### src/rtl/shift_pkg.sv
// ----------------------------------------------------------------------------
// shift_pkg
//   Definitions shared by the shift-command sequencer and the 4-bit universal
//   shift register it drives: the sel opcode encoding, the sequencer FSM state
//   type and a legality check for incoming opcodes.
//
//   Opcode encoding (also the shift register sel decode):
//     OP_HOLD 000  register keeps its value
//     OP_LSR  001  logical shift right, zero fill at MSB
//     OP_LSL  010  logical shift left, zero fill at LSB
//     OP_LOAD 011  parallel load of data_in
//     OP_ASR  100  arithmetic shift right, MSB replicated
//     101..111     illegal; the sequencer reports them with err
// ----------------------------------------------------------------------------
package shift_pkg;

    localparam logic [2:0] OP_HOLD = 3'b000;
    localparam logic [2:0] OP_LSR  = 3'b001;
    localparam logic [2:0] OP_LSL  = 3'b010;
    localparam logic [2:0] OP_LOAD = 3'b011;
    localparam logic [2:0] OP_ASR  = 3'b100;

    typedef enum logic [1:0] {
        ST_IDLE = 2'd0,
        ST_RUN  = 2'd1,
        ST_DONE = 2'd2
    } state_e;

    function automatic logic op_is_legal(input logic [2:0] op);
        logic legal;
        case (op)
            OP_HOLD, OP_LSR, OP_LSL, OP_LOAD, OP_ASR: legal = 1'b1;
            default:                                  legal = 1'b0;
        endcase
        return legal;
    endfunction

endpackage

### src/rtl/cmd_fifo.sv
// ----------------------------------------------------------------------------
// cmd_fifo
//   Synchronous FIFO holding packed sequencer commands. A pushed entry becomes
//   visible (empty_o deasserts) the cycle after the push. Push and pop may
//   happen in the same cycle. Pointers wrap modulo DEPTH (power of two, >= 2).
//
//   Ports:
//     clk      in   clock, all state changes on posedge
//     rst      in   asynchronous active-low reset, empties the FIFO
//     push_i   in   write wdata_i (ignored while full)
//     wdata_i  in   entry to write
//     pop_i    in   discard head entry (ignored while empty)
//     rdata_o  out  head entry, valid while !empty_o
//     full_o   out  DEPTH entries stored
//     empty_o  out  no entries stored
// ----------------------------------------------------------------------------
module cmd_fifo #(
    parameter int unsigned WIDTH_W = 10,
    parameter int unsigned DEPTH   = 2
) (
    input  logic               clk,
    input  logic               rst,
    input  logic               push_i,
    input  logic [WIDTH_W-1:0] wdata_i,
    input  logic               pop_i,
    output logic [WIDTH_W-1:0] rdata_o,
    output logic               full_o,
    output logic               empty_o
);

    localparam int unsigned PTR_W  = (DEPTH > 1) ? $clog2(DEPTH) : 1;
    localparam int unsigned CNTR_W = $clog2(DEPTH + 1);

    logic [WIDTH_W-1:0] mem_q [DEPTH];
    logic [PTR_W-1:0]   wptr_q, wptr_d;
    logic [PTR_W-1:0]   rptr_q, rptr_d;
    logic [CNTR_W-1:0]  count_q, count_d;
    logic               do_push;
    logic               do_pop;

    assign full_o  = (count_q == CNTR_W'(DEPTH));
    assign empty_o = (count_q == '0);
    assign rdata_o = mem_q[rptr_q];

    assign do_push = push_i && !full_o;
    assign do_pop  = pop_i  && !empty_o;

    always_comb begin
        wptr_d  = wptr_q;
        rptr_d  = rptr_q;
        count_d = count_q;
        if (do_push) begin
            wptr_d = wptr_q + PTR_W'(1);
        end
        if (do_pop) begin
            rptr_d = rptr_q + PTR_W'(1);
        end
        case ({do_push, do_pop})
            2'b10:   count_d = count_q + CNTR_W'(1);
            2'b01:   count_d = count_q - CNTR_W'(1);
            default: count_d = count_q;
        endcase
    end

    always_ff @(posedge clk or negedge rst) begin
        if (!rst) begin
            wptr_q  <= '0;
            rptr_q  <= '0;
            count_q <= '0;
        end else begin
            wptr_q  <= wptr_d;
            rptr_q  <= rptr_d;
            count_q <= count_d;
        end
    end

    // Storage needs no reset: entries are only read once counted in count_q.
    always_ff @(posedge clk) begin
        if (do_push) begin
            mem_q[wptr_q] <= wdata_i;
        end
    end

endmodule

### src/rtl/shift_cmd_seq.sv
// ----------------------------------------------------------------------------
// shift_cmd_seq
//   Command sequencer placed directly upstream of the 4-bit universal shift
//   register. Commands arrive over valid/ready, are buffered in cmd_fifo and
//   expanded into per-cycle sel/data_in drive: cnt shift (or hold) steps, or a
//   single parallel load. Each command ends with a one-cycle done pulse; an
//   illegal opcode gives done together with err and no sel activity.
//
//   Ports:
//     clk        in   clock, all state changes on posedge
//     rst        in   asynchronous active-low reset; aborts a running command
//     cmd_valid  in   command offered
//     cmd_ready  out  FIFO not full (combinational from FIFO occupancy)
//     cmd_op     in   opcode, see shift_pkg
//     cmd_cnt    in   step count, ignored for load and illegal ops
//     cmd_data   in   parallel-load value, ignored for other ops
//     sel        out  registered drive to shift register sel
//     data_in    out  registered drive to shift register data_in
//     busy       out  registered, sequencer not idle
//     done       out  registered one-cycle pulse, command finished
//     err        out  registered one-cycle pulse with done, illegal opcode
// ----------------------------------------------------------------------------
module shift_cmd_seq #(
    parameter int unsigned WIDTH = 4,
    parameter int unsigned CNT_W = 3,
    parameter int unsigned DEPTH = 2
) (
    input  logic             clk,
    input  logic             rst,
    input  logic             cmd_valid,
    output logic             cmd_ready,
    input  logic [2:0]       cmd_op,
    input  logic [CNT_W-1:0] cmd_cnt,
    input  logic [WIDTH-1:0] cmd_data,
    output logic [2:0]       sel,
    output logic [WIDTH-1:0] data_in,
    output logic             busy,
    output logic             done,
    output logic             err
);

    import shift_pkg::*;

    localparam int unsigned ENT_W = 3 + CNT_W + WIDTH;

    // FIFO interface
    logic             fifo_push;
    logic             fifo_pop;
    logic             fifo_full;
    logic             fifo_empty;
    logic [ENT_W-1:0] fifo_wdata;
    logic [ENT_W-1:0] fifo_rdata;

    // Head entry fields
    logic [2:0]       ent_op;
    logic [CNT_W-1:0] ent_cnt;
    logic [WIDTH-1:0] ent_data;

    // Sequencer state
    state_e           state_q, state_d;
    logic [CNT_W-1:0] rem_q, rem_d;
    logic [2:0]       sel_q, sel_d;
    logic [WIDTH-1:0] data_in_q, data_in_d;
    logic             busy_q, busy_d;
    logic             done_q, done_d;
    logic             err_q, err_d;

    assign cmd_ready  = !fifo_full;
    assign fifo_push  = cmd_valid && cmd_ready;
    assign fifo_wdata = {cmd_op, cmd_cnt, cmd_data};

    assign ent_op   = fifo_rdata[ENT_W-1 -: 3];
    assign ent_cnt  = fifo_rdata[WIDTH +: CNT_W];
    assign ent_data = fifo_rdata[WIDTH-1:0];

    cmd_fifo #(
        .WIDTH_W (ENT_W),
        .DEPTH   (DEPTH)
    ) u_fifo (
        .clk     (clk),
        .rst     (rst),
        .push_i  (fifo_push),
        .wdata_i (fifo_wdata),
        .pop_i   (fifo_pop),
        .rdata_o (fifo_rdata),
        .full_o  (fifo_full),
        .empty_o (fifo_empty)
    );

    // sel/data_in/done/err are computed one cycle ahead so that the outputs
    // themselves come straight from flops; the op is carried in sel_q while
    // running, so no separate op register is needed.
    always_comb begin
        state_d   = state_q;
        rem_d     = rem_q;
        sel_d     = sel_q;
        data_in_d = data_in_q;
        done_d    = 1'b0;
        err_d     = 1'b0;
        fifo_pop  = 1'b0;

        case (state_q)
            ST_IDLE: begin
                sel_d     = '0;
                data_in_d = '0;
                if (!fifo_empty) begin
                    fifo_pop = 1'b1;
                    if (!op_is_legal(ent_op)) begin
                        state_d = ST_DONE;
                        done_d  = 1'b1;
                        err_d   = 1'b1;
                    end else if (ent_op == OP_LOAD) begin
                        state_d   = ST_RUN;
                        rem_d     = CNT_W'(1);
                        sel_d     = OP_LOAD;
                        data_in_d = ent_data;
                    end else if (ent_cnt == '0) begin
                        state_d = ST_DONE;
                        done_d  = 1'b1;
                    end else begin
                        state_d = ST_RUN;
                        rem_d   = ent_cnt;
                        sel_d   = ent_op;
                    end
                end
            end

            ST_RUN: begin
                rem_d = rem_q - CNT_W'(1);
                if (rem_q == CNT_W'(1)) begin
                    state_d   = ST_DONE;
                    sel_d     = '0;
                    data_in_d = '0;
                    done_d    = 1'b1;
                end
            end

            ST_DONE: begin
                state_d = ST_IDLE;
            end

            default: begin
                state_d   = ST_IDLE;
                sel_d     = '0;
                data_in_d = '0;
            end
        endcase

        busy_d = (state_d != ST_IDLE);
    end

    always_ff @(posedge clk or negedge rst) begin
        if (!rst) begin
            state_q   <= ST_IDLE;
            rem_q     <= '0;
            sel_q     <= '0;
            data_in_q <= '0;
            busy_q    <= 1'b0;
            done_q    <= 1'b0;
            err_q     <= 1'b0;
        end else begin
            state_q   <= state_d;
            rem_q     <= rem_d;
            sel_q     <= sel_d;
            data_in_q <= data_in_d;
            busy_q    <= busy_d;
            done_q    <= done_d;
            err_q     <= err_d;
        end
    end

    assign sel     = sel_q;
    assign data_in = data_in_q;
    assign busy    = busy_q;
    assign done    = done_q;
    assign err     = err_q;

endmodule
### config.mk
export PLATFORM = sky130hd
export DESIGN_NAME = shift_cmd_seq
export DESIGN_NICKNAME = d
export VERILOG_FILES = /design/src/rtl/shift_pkg.sv /design/src/rtl/cmd_fifo.sv /design/src/rtl/shift_cmd_seq.sv
export SDC_FILE = /design/constraint.sdc
export NUM_CORES = 1
export LEC_CHECK = 0
export ABC_AREA = 1
export CORE_ASPECT_RATIO = 1.5
export CORE_MARGIN = 2
export CORE_UTILIZATION = 55
export CTS_BUF_LIST = sky130_fd_sc_hd__clkbuf_8
export DETAILED_ROUTE_END_ITERATION = 8
export HOLD_SLACK_MARGIN = 0.05
export PLACE_DENSITY = 0.8
export REMOVE_ABC_BUFFERS = 1
export SLEW_MARGIN = 40
export SYNTH_ARGS = -nofsm -noshare
export SYNTH_HDL_FRONTEND = slang
export SYNTH_SLANG_ARGS = --single-unit
### constraint.sdc
create_clock -name clk -period 4.7 [get_ports clk]
set_clock_uncertainty 0.05 [all_clocks]
set_input_delay 0.94 -clock clk [delete_from_list [all_inputs] [get_ports clk]]
set_output_delay 0.94 -clock clk [all_outputs]
set_load 0.005 [all_outputs]
== Word level (Yosys, flattened, before mapping) ==
Memory sizes are Yosys's and may differ from the RTL's.
Index checks and enable logic that the tools add are counted.
Storage, ports and cells
  bits in registers: 19
  memory bits (writable): 20
  word-level logic and storage cells: 85
  memories: 1
Memories
  u_fifo.mem_q: depth 2, width 10, read ports 1, clocked after memory_dff 0, wr ports 1, RTL line cmd_fifo.sv:34  | logic [WIDTH_W-1:0] mem_q [DEPTH];
Operators by class
  add/sub/neg operators: 5
  equal/unequal tests: 14
  mux-type cells: 39
  bitwise logic cells: 1
  reductions and logical operators: 15
Operator list (count)
  3-bit 2-to-1 mux: 9
  4-bit 2-to-1 mux: 4
  1-bit 2-to-1 mux: 15
  4-bit case mux with 3 select lines: 1
  2-bit 2-to-1 mux: 5
  3-bit case mux with 3 select lines: 1
  2-bit case mux with 2 select lines: 2
  2-bit == test, second input constant: 3
  3-bit by 1-bit == test with 1-bit output, second input constant: 2
  3-bit by 2-bit == test with 1-bit output, second input constant: 2
  3-bit zero test: 2
  2-bit != test, second input constant: 3
  3-bit case mux with 2 select lines: 1
  2-bit nonzero test: 3
  5-bit OR reduction: 1
  2-bit by 1-bit == test with 1-bit output, second input constant: 2
  2-bit zero test: 2
  4-bit AND reduction: 1
  3-bit == test, second input constant: 1
  1-bit logical AND: 3
  3-bit != test, second input constant: 1
  3-bit by 1-bit subtractor with 3-bit output, second input constant: 1
  1-bit adder, second input constant: 2
  2-bit by 1-bit adder with 2-bit output, second input constant: 1
  other kinds (5): 6

== Depth between registers and ports, before layout ==
Gate-level depths: netlist of the first run.
An unclocked memory read counts as a cell.
  depth after elaboration: 10
  depth in mapped cells: 12
  mapped depth without buffers: 10

== Hierarchy ==
From an unflattened synthesis of the first run, not the netlist that was laid out.
Second synthesis, totals
  cell total of the unflattened synthesis: 177
  area total of the unflattened synthesis: 1719.1 µm²
Modules (own cells, without submodules)
  cmd_fifo: instances 1, cells an instance 85, area each 973.4 µm², sequential area each 700.7 µm²
  shift_cmd_seq: instances 1, cells an instance 92, area each 745.7 µm², sequential area each 375.4 µm²

== Worst setup path before layout of the first run ==
Ideal clock, no wire load.
  path kind: in2reg
  start: input cmd_valid
  end: memory u_fifo.mem_q[1][0] (enable)
  library setup time: 0.378 ns
  arrival time: 1.499 ns
  data required time: 4.272 ns
  slack: 2.773 ns
  stages on the path: 2
  buffers on the path: 0
  cell sequence: nand2_1 -> nor2_1
On the way
  longest elaborated chain between the ends: 4
Ends and longest elaborated chain
  start: declaration: RTL line shift_cmd_seq.sv:30  | input logic cmd_valid,
  1-bit logical AND: RTL line shift_cmd_seq.sv:69  | assign fifo_push = cmd_valid && cmd_ready;
  1-bit logical AND: RTL line cmd_fifo.sv:45  | assign do_push = push_i && !full_o;
  1-bit 2-to-1 mux: RTL line cmd_fifo.sv:79  | if (do_push) begin
  1-bit 2-to-1 mux (not written as such): RTL line cmd_fifo.sv:80  | mem_q[wptr_q] <= wdata_i;
  end: declaration: RTL line cmd_fifo.sv:34
No other way between the ends.

== Final worst setup path of the first run ==
  start: register u_fifo.count_q[0]
  end: output cmd_ready
On the way
  longest elaborated chain between the ends: 2
Ends and longest elaborated chain
  start: declaration: RTL line cmd_fifo.sv:37  | logic [CNTR_W-1:0] count_q, count_d;
  start signal: assignment: RTL line cmd_fifo.sv:73  | count_q <= count_d;
  2-bit == test: RTL line cmd_fifo.sv:41  | assign full_o = (count_q == CNTR_W'(DEPTH));
  1-bit zero test: RTL line shift_cmd_seq.sv:68  | assign cmd_ready = !fifo_full;
  end: declaration: RTL line shift_cmd_seq.sv:31  | output logic cmd_ready,
No other way between the ends.

==> results of run 1 <==
==> layer usage <==
metal / share of wire (%) / wire [um] / vias up
met3: 3.6 / 103 / 14
met1: 38 / 1110 / 564
met2: 54 / 1540 / 30
met4: 4.3 / 123 / 0
li1: - / - / 641
met5: 0 / 0 / -
==> worst reg2reg max path, cell delays in order, from the launching register on <==
cell     delay [ps]
dfrtp_1         650
inv_2           210
o21ai_4         200
nand3_4         150
nand2_2         140
nand3_1         150
nand3_1         120
nand2_1          60
==> metrics by stage <==
stage | std cells | total power (uW)
after global placement | 244 | 1090
after global routing | 252 | 1470
after floorplan | 181 | 948
after CTS | 252 | 1350
final | 252 | 1340
after detailed placement | 244 | 1120
==> worst max-delay path by stage <==
stage | startpoint | endpoint | slack (ps)
global route | u_fifo.count_q[0] | cmd_ready | 2210
global placement | cmd_valid | u_fifo.mem_q[1][4] | 2140
finish | u_fifo.count_q[0] | cmd_ready | 2320
floorplan | cmd_valid | u_fifo.mem_q[1][0] | 2770
CTS | u_fifo.count_q[0] | cmd_ready | 2300
detailed placement | cmd_valid | u_fifo.mem_q[1][6] | 2080
==> where the power goes <==
part	leakage, uW	internal [uW]	switching (uW)
Clock	0.0000526	118	109
Sequential	0.000429	472	68.2
Combinational	0.000482	223	354
Total	0.000963	813	532
==> area by class of cell <==
type                       count  area (um2)
clock inverter                 2        12.5
clock buffer                   6        82.6
inverter                      23        86.3
multi-input combinational    119         577
fill                         231         987
sequential                    39        1080
timing repair buffer          23         225
tap                           40        50.0
==> Yosys cell counts (all sizes together) <==
library cell / n / area share, %
a21oi: 8 / 2.3
inv: 21 / 4.5
edfxtp: 20 / 34
or2: 1 / 0.35
nand3: 12 / 4.1
dfrtp: 19 / 27
buf: 3 / 1.9
xor2: 1 / 0.50
o21ai: 12 / 4.0
ha: 3 / 2.1
clkinv: 2 / 0.42
nor2: 13 / 3.5
xnor2: 2 / 0.99
nand2: 67 / 15
==> cell families (layout without fill, tap and decap cells) <==
logic type | count (synthesis) | after routing | share of synthesized area (%)
AO/OA/AOI/OAI | 20 | 20 | 6.30
XOR/XNOR | 3 | 3 | 1.49
adder cells (fa/ha/maj) | 3 | 3 | 2.12
buffers and inverters | 26 | 54 | 6.79
flip-flops | 39 | 39 | 60.9
AND/OR/NAND/NOR | 93 | 93 | 22.4
==> flip-flops by register name, indices dropped and copies added (netlist names) <==
name and count:
data_in 4, u_fifo.rptr_q 1, sel 3, busy 1
u_fifo.count_q 2, u_fifo.mem_q 20, rem_q 3, err 1
done 1, state_q 2, u_fifo.wptr_q 1
==> results.cfg, run 1 <==
[timing]
drv_slew = 0
finalSetupViolCount = 0
fin_tns_setup_ps = 0
setup_slack_ps = 2320
relSlewSlack_pct = 64.8
fmax_ghz = 0.420
hold_violations = 0
worst_hold_slack_ps = 444
period_needed_ps = 2380
grt_setup_unrepaired = false
timing.final.crit_share_pct = 50.7
worst_slew_pin_slew_ps = 527

[worst_hold_path]
hold-path-cell-count = 2
holdPathEnd = sel[1]
min_path_type = flip-flop to flip-flop
worstHoldStart = sel[1]

[cells_and_area]
antenna_cells = 0
final_cell_mix = nand2_1, clkdlybuf4s50_1, edfxtp_1
fin_area_um2 = 2110
finish.utilization_pct = 68.1
nNetsFinal = 227
syn2layout_area_growth_pct = 19.3
layout_commonest_cell = nand2_1
layout-drive-gt1-share_pct = 11.3

[clocking]
h-tree-depth = 2
postCtsResizedCells = 0
clock_path_buffers = 2
clk-insertion-delay-late_ps = 290
ctsHoldBuffers = 0
cts_setup_buffers = 0
cts_buffers = 5
root_buffer = clkbuf_8
clkTransAtPathRegs_ps = 70
cts.sinks = 39
cts_tree = built

[global_routing]
track_usage_pct = 19.2
antenna_found_initial = 0
overflow = 0
grt_pass1_wl_um = 5150
grt_start_max_net_pins = 20
use_met2_pct = 33.2
grtUsageMet3_pct = 4.88
top_usage_layer = met2
first_global_vias = 1235
use_met1_pct = 19.7

[synthesis]
ys.warnings.count = 0
synthCells = 184
yosysSeqAreaShare_pct = 60.9
syn_area_per_cell_um2 = 9.61
ys_seq_elements = 39
synth_cell_types = 21
syn_area_um2 = 1770

[power]
p_leak_uw = 0.000963
power.density_nw_per_um2 = 637
ir_worst_vdd_v = 0.000365

[routing]
viasPerCell = 4.96
wl_per_cell_um = 11.4
drc = 0
wirelength_um = 2880
firstDrtPassIters = 4
dr_total_vias = 1249
drt-initial-drc-count = 18
ant_nets = 0

[floorplan]
floorplan.initialDensity_pct = 57.1
boundaryPins = 24
chipHeight_um = 73.4
num_rows = 25
core_um2 = 3100
die_area_um2 = 3690
die_width_um = 50.3

[placed_design]
dpl-instance-area_um2 = 2010
routabilityCongestion = 0.811
pre_cts_slack_ps = 2080
port_buffers = 23
hpwlAfterDp_um = 2260

[critical_path]
r2r_end = rem_q[1]
reg2regPathDepth = 7
r2r_slack_ps = 2860
cp-end-kind = primary output
r2r-start = u_fifo.rptr_q
crit_fanout = 5
slowest_stage = clkdlybuf4s50_1
worstSetupPathType = flip-flop to primary output
max_stage_delay_ps = 510
cp_top_family = buffers and inverters
startpoint_type = flip-flop
critPathArrivalTime_ps = 1390
crit_required_ps = 3710
cp_num_buf_inv = 2
worstPathCellList = inv_1 -> nand2_1 -> clkdlybuf4s50_1
crit_cells = 3

[flow_run]
drv_cap = 0

[outcome]
outcome = complete, no violations
Power figures use the tool's default switching activity.
==> run 2: changes to the inputs <==
==> constraint.sdc (replaced) <==
create_clock -name clk -period 2.2 [get_ports clk]
set_clock_uncertainty 0.05 [all_clocks]
set_input_delay 0.44 -clock clk [delete_from_list [all_inputs] [get_ports clk]]
set_output_delay 0.44 -clock clk [all_outputs]
set_load 0.005 [all_outputs]
==> results.cfg, run 2 (synthesis gave the netlist of run 1 again) <==
[critical_path]
r2r_end = rem_q[1]
max_stage_delay_ps = 510
cp_num_buf_inv = 2
startpoint_type = flip-flop
crit_required_ps = 1710
cp-end-kind = primary output
worstPathCellList = inv_1 -> nand2_1 -> clkdlybuf4s50_1
r2r_slack_ps = 390
critical_path.startpoint = u_fifo.count_q[0]
critPathArrivalTime_ps = 1360
r2r-start = u_fifo.rptr_q
cp_top_family = buffers and inverters
crit_fanout = 5
worstSetupPathType = flip-flop to primary output
slowest_stage = clkdlybuf4s50_1
reg2regPathDepth = 7

[clocking]
clock_path_buffers = 2
cts_setup_buffers = 0
root_buffer = clkbuf_8
ctsHoldBuffers = 0
cts_buffers = 5
h-tree-depth = 2
postCtsResizedCells = 0
cts_tree = built
clkTransAtPathRegs_ps = 80
cts.sinks = 39
clk-insertion-delay-late_ps = 280

[placed_design]
routabilityCongestion = 0.866
hpwlAfterDp_um = 2280
port_buffers = 23
post-place-cells = 247

[timing]
grt_setup_unrepaired = false
relSlewSlack_pct = 66.8
period_needed_ps = 1850
worst_hold_slack_ps = 423
timing.final.crit_share_pct = 84.2
hold_violations = 0
worst_slew_pin_slew_ps = 498
finalSetupViolCount = 0
drv_slew = 0
fmax_ghz = 0.540
fin_tns_setup_ps = 0

[floorplan]
boundaryPins = 24
chipHeight_um = 73.4
core_um2 = 3100
floorplan.initialDensity_pct = 57.1
die_width_um = 50.3
num_rows = 25
die_area_um2 = 3690

[cells_and_area]
final_cells = 255
fillers = 244
nNetsFinal = 230
largest_reg_flops = 20
regMostFlops = u_fifo.mem_q
final_cell_mix = nand2_1, clkdlybuf4s50_1, edfxtp_1
layout-drive-gt1-share_pct = 11.6
syn2layout_area_growth_pct = 21.9
layout_commonest_cell = nand2_1
antenna_cells = 0

[outcome]
outcome = complete, no violations

[global_routing]
grt_start_max_net_pins = 20
track_usage_pct = 18.2
antenna_found_initial = 0
overflow = 0
first_global_vias = 1206
grt_pass1_wl_um = 4980

[routing]
ant_nets = 0
firstDrtPassIters = 4
drt-initial-drc-count = 30
dr_total_vias = 1241
drc = 0
wirelength_um = 2870
viasPerCell = 4.87
wl_per_cell_um = 11.2

[power]
p_leak_uw = 0.000987
power.density_nw_per_um2 = 1380
ir_worst_vdd_v = 0.000684
p_total_uw = 2980

[worst_hold_path]
min_path_type = input port to async pin

[flow_run]
drv_cap = 0
-- run 2: cell count changes in the layout (fill, tap and decap cells not counted), sizes merged --
cell	change
buf	+2
bufinv	+1
clkdlybuf4s50	+1
inv	-1
-- run 2: final cells by class --
| class | count | area [um2] | area share, % |
|---|---|---|---|
| clock buffer | 6 | 82.6 | 3.83 |
| clock inverter | 2 | 35.0 | 1.63 |
| inverter | 23 | 86.3 | 4.01 |
| multi-input combinational | 119 | 572 | 26.5 |
| sequential | 39 | 1080 | 49.9 |
| tap | 40 | 50.0 | 2.32 |
| timing repair buffer | 26 | 253 | 11.7 |
-- run 2: stage by stage --
stage	setup slack [ps]	cell area [um2]	utilization (%)
after detailed placement	298	2040	65.8
final	348	2150	69.6
after global routing	182	2150	69.6
after CTS	329	2150	69.6
after global placement	388	2040	65.8
after floorplan	653	1730	-
-- run 2: how the worst max path moves through the flow --
stage                        end  slack, ps  cells after the start
5_1_grt                 rem_q[1]        180                      9
3_3_place_gp   u_fifo.count_q[1]        390                      6
3_5_place_dp   u_fifo.count_q[1]        300                      6
4_1_cts                cmd_ready        330                      3
2_1_floorplan  u_fifo.count_q[1]        650                      6
6_report               cmd_ready        350                      3
-- run 2: worst reg2reg max path, cell delays in order, from the launching register on --
cell and delay, ps:
dfrtp_1 660, inv_2 220, o21ai_4 190, nand3_4 140
nand2_2 140, nand3_1 150, nand3_1 110, nand2_1 60
-- run 2: routing by layer --
layer | part of all wire (%) | vias to the layer above | routed length, um | GRT usage (%)
met1 | 40 | 570 | 1150 | 19.4
met4 | 2.1 | 0 | 59 | 8.41
met3 | 3.6 | 7 | 103 | 5.28
met5 | 0 | - | 0 | 0
met2 | 54 | 20 | 1560 | 32.7
li1 | - | 644 | - | -
-- run 2: where the power goes --
group          switching [uW]  internal (uW)  leakage (uW)  total, uW
registers                 142           1010      0.000429       1150
clock network             235            367     0.0000612        602
logic                     742            490      0.000497       1230
total                    1120           1860      0.000987       2980
==> run 3: changes to the inputs <==
==> constraint.sdc (replaced) <==
create_clock -name clk -period 1.9 [get_ports clk]
set_clock_uncertainty 0.05 [all_clocks]
set_input_delay 0.38 -clock clk [delete_from_list [all_inputs] [get_ports clk]]
set_output_delay 0.38 -clock clk [all_outputs]
set_load 0.005 [all_outputs]
==> results.cfg, run 3 (synthesis gave the netlist of run 1 again) <==
[cells_and_area]
layout_commonest_cell = nand2_1
regArea_um2 = 1080
final_cells = 257
regMostFlops = u_fifo.mem_q
syn2layout_area_growth_pct = 22.6
fillers = 231
final_cell_mix = nand2_1, clkdlybuf4s50_1, edfxtp_1
fin_area_um2 = 2170
layout-drive-gt1-share_pct = 12.0
antenna_cells = 0
nNetsFinal = 232
largest_reg_flops = 20
multi_input_area_um2 = 572

[timing]
relSlewSlack_pct = 70.8
worst_hold_slack_ps = 361
hold_violations = 0
drv_slew = 0
timing.final.crit_share_pct = 90.7
fin_tns_setup_ps = 0
grt_setup_unrepaired = false
fmax_ghz = 0.580
worst_slew_pin_slew_ps = 438
period_needed_ps = 1720
finalSetupViolCount = 0

[floorplan]
boundaryPins = 24
die_width_um = 50.3
core_um2 = 3100
chipHeight_um = 73.4
num_rows = 25
floorplan.initialDensity_pct = 57.1
die_area_um2 = 3690

[power]
p_switching_uw = 1340
swShare_pct = 38.4
p_int_uw = 2150
clockPowerShare_pct = 19.1
seqPwrFrac_pct = 38.1
ir_worst_vdd_v = 0.000945
p_leak_uw = 0.000996
pwr-share-comb_pct = 42.8
power.density_nw_per_um2 = 1610
p_total_uw = 3480

[critical_path]
startpoint_type = flip-flop
crit_required_ps = 2040
cp-end-kind = flip-flop
critPathArrivalTime_ps = 1860
crit_fanout = 13
worstSetupPathType = flip-flop to flip-flop

[placed_design]
routabilityCongestion = 0.875
dpl-instance-area_um2 = 2050
port_buffers = 23
hpwlAfterDp_um = 2370
post-place-cells = 249

[flow_run]
drv_cap = 0

[routing]
wl_met1_um = 1160
wl_met3_um = 132
dr_total_vias = 1290
ant_nets = 0
firstDrtPassIters = 4
dr_wl_met2_um = 1760
viasPerCell = 5.02
wl_per_cell_um = 12.1
wirelength_um = 3110
drc = 0
drt-initial-drc-count = 16
highest_layer = met4

[clocking]
clock_path_buffers = 2
cts_buffers = 5
ctsHoldBuffers = 0
clkTransAtPathRegs_ps = 80
root_buffer = clkbuf_8
h-tree-depth = 2
clk-insertion-delay-late_ps = 300
cts_tree = built
cts_setup_buffers = 0
postCtsResizedCells = 0
cts.sinks = 39

[worst_hold_path]
min_path_type = input port to async pin

[global_routing]
grt_pass1_wl_um = 5430
first_global_vias = 1292
grt_start_max_net_pins = 20
overflow = 0
antenna_found_initial = 0
track_usage_pct = 20.4

[outcome]
outcome = complete, no violations
run 3: changes by cell type in the layout (fill, tap and decap cells not counted), sizes merged:
| cell | before | now |
|---|---|---|
| dlymetal6s2s | 0 | 1 |
| clkdlybuf4s50 | 23 | 22 |
| clkbuf | 6 | 5 |
| clkinv | 3 | 2 |
| buf | 3 | 5 |
| clkinvlp | 0 | 1 |
| inv | 21 | 22 |
run 3: critical path: stages (launching register included):
cell and delay [ps]:
dfrtp_1 540, inv_4 200, nand2_1 120, o21ai_4 90, nand3_4 130, nand2_2 140, nand3_1 160, nand3_1 120
nand2_1 60
run 3: path summary, 6_finish.rpt:
path                          startpoint             to  slack (ps)  cells after the start
min in group clk                  sel[1]         sel[1]         440                      2
max in group asynchronous            rst  u_fifo.wptr_q        1230                      2
hold / removal                       rst     data_in[2]         360                      2
hold reg to reg                   sel[1]         sel[1]         440                      2
setup reg to reg           u_fifo.rptr_q       rem_q[0]         180                      8
setup / recovery           u_fifo.rptr_q       rem_q[0]         180                      8
run 3: area by class of cell:
cell class | instances | share of cell area (%)
Multi-Input combinational cell | 119 | 26.4
Tap cell | 40 | 2.31
Clock buffer | 5 | 3.18
Timing Repair Buffer | 28 | 12.5
Clock inverter | 3 | 1.91
Inverter | 23 | 4.10
Sequential cell | 39 | 49.7
run 3: stage by stage:
stage          setup slack [ps]  util (%)
5_1_grt                    23.4      70.0
2_1_floorplan               353         -
6_report                    176      70.0
4_1_cts                    44.5      69.8
3_3_place_gp                147      66.3
3_5_place_dp               81.9      66.3
run 3: power groups by stage:
stage | combinational, uW | clock [uW] | sequential (uW)
floorplan | 1020 | 0 | 1320
detailed placement | 1490 | 0 | 1340
CTS | 1500 | 688 | 1320
finish | 1490 | 664 | 1330
global placement | 1430 | 0 | 1320
global route | 1690 | 727 | 1360
run 3: routing by layer:
metal	vias up	global-route usage, %
met4	0	12.6
met1	608	20.5
met5	-	0
li1	646	-
met2	28	35.5
met3	8	7.32
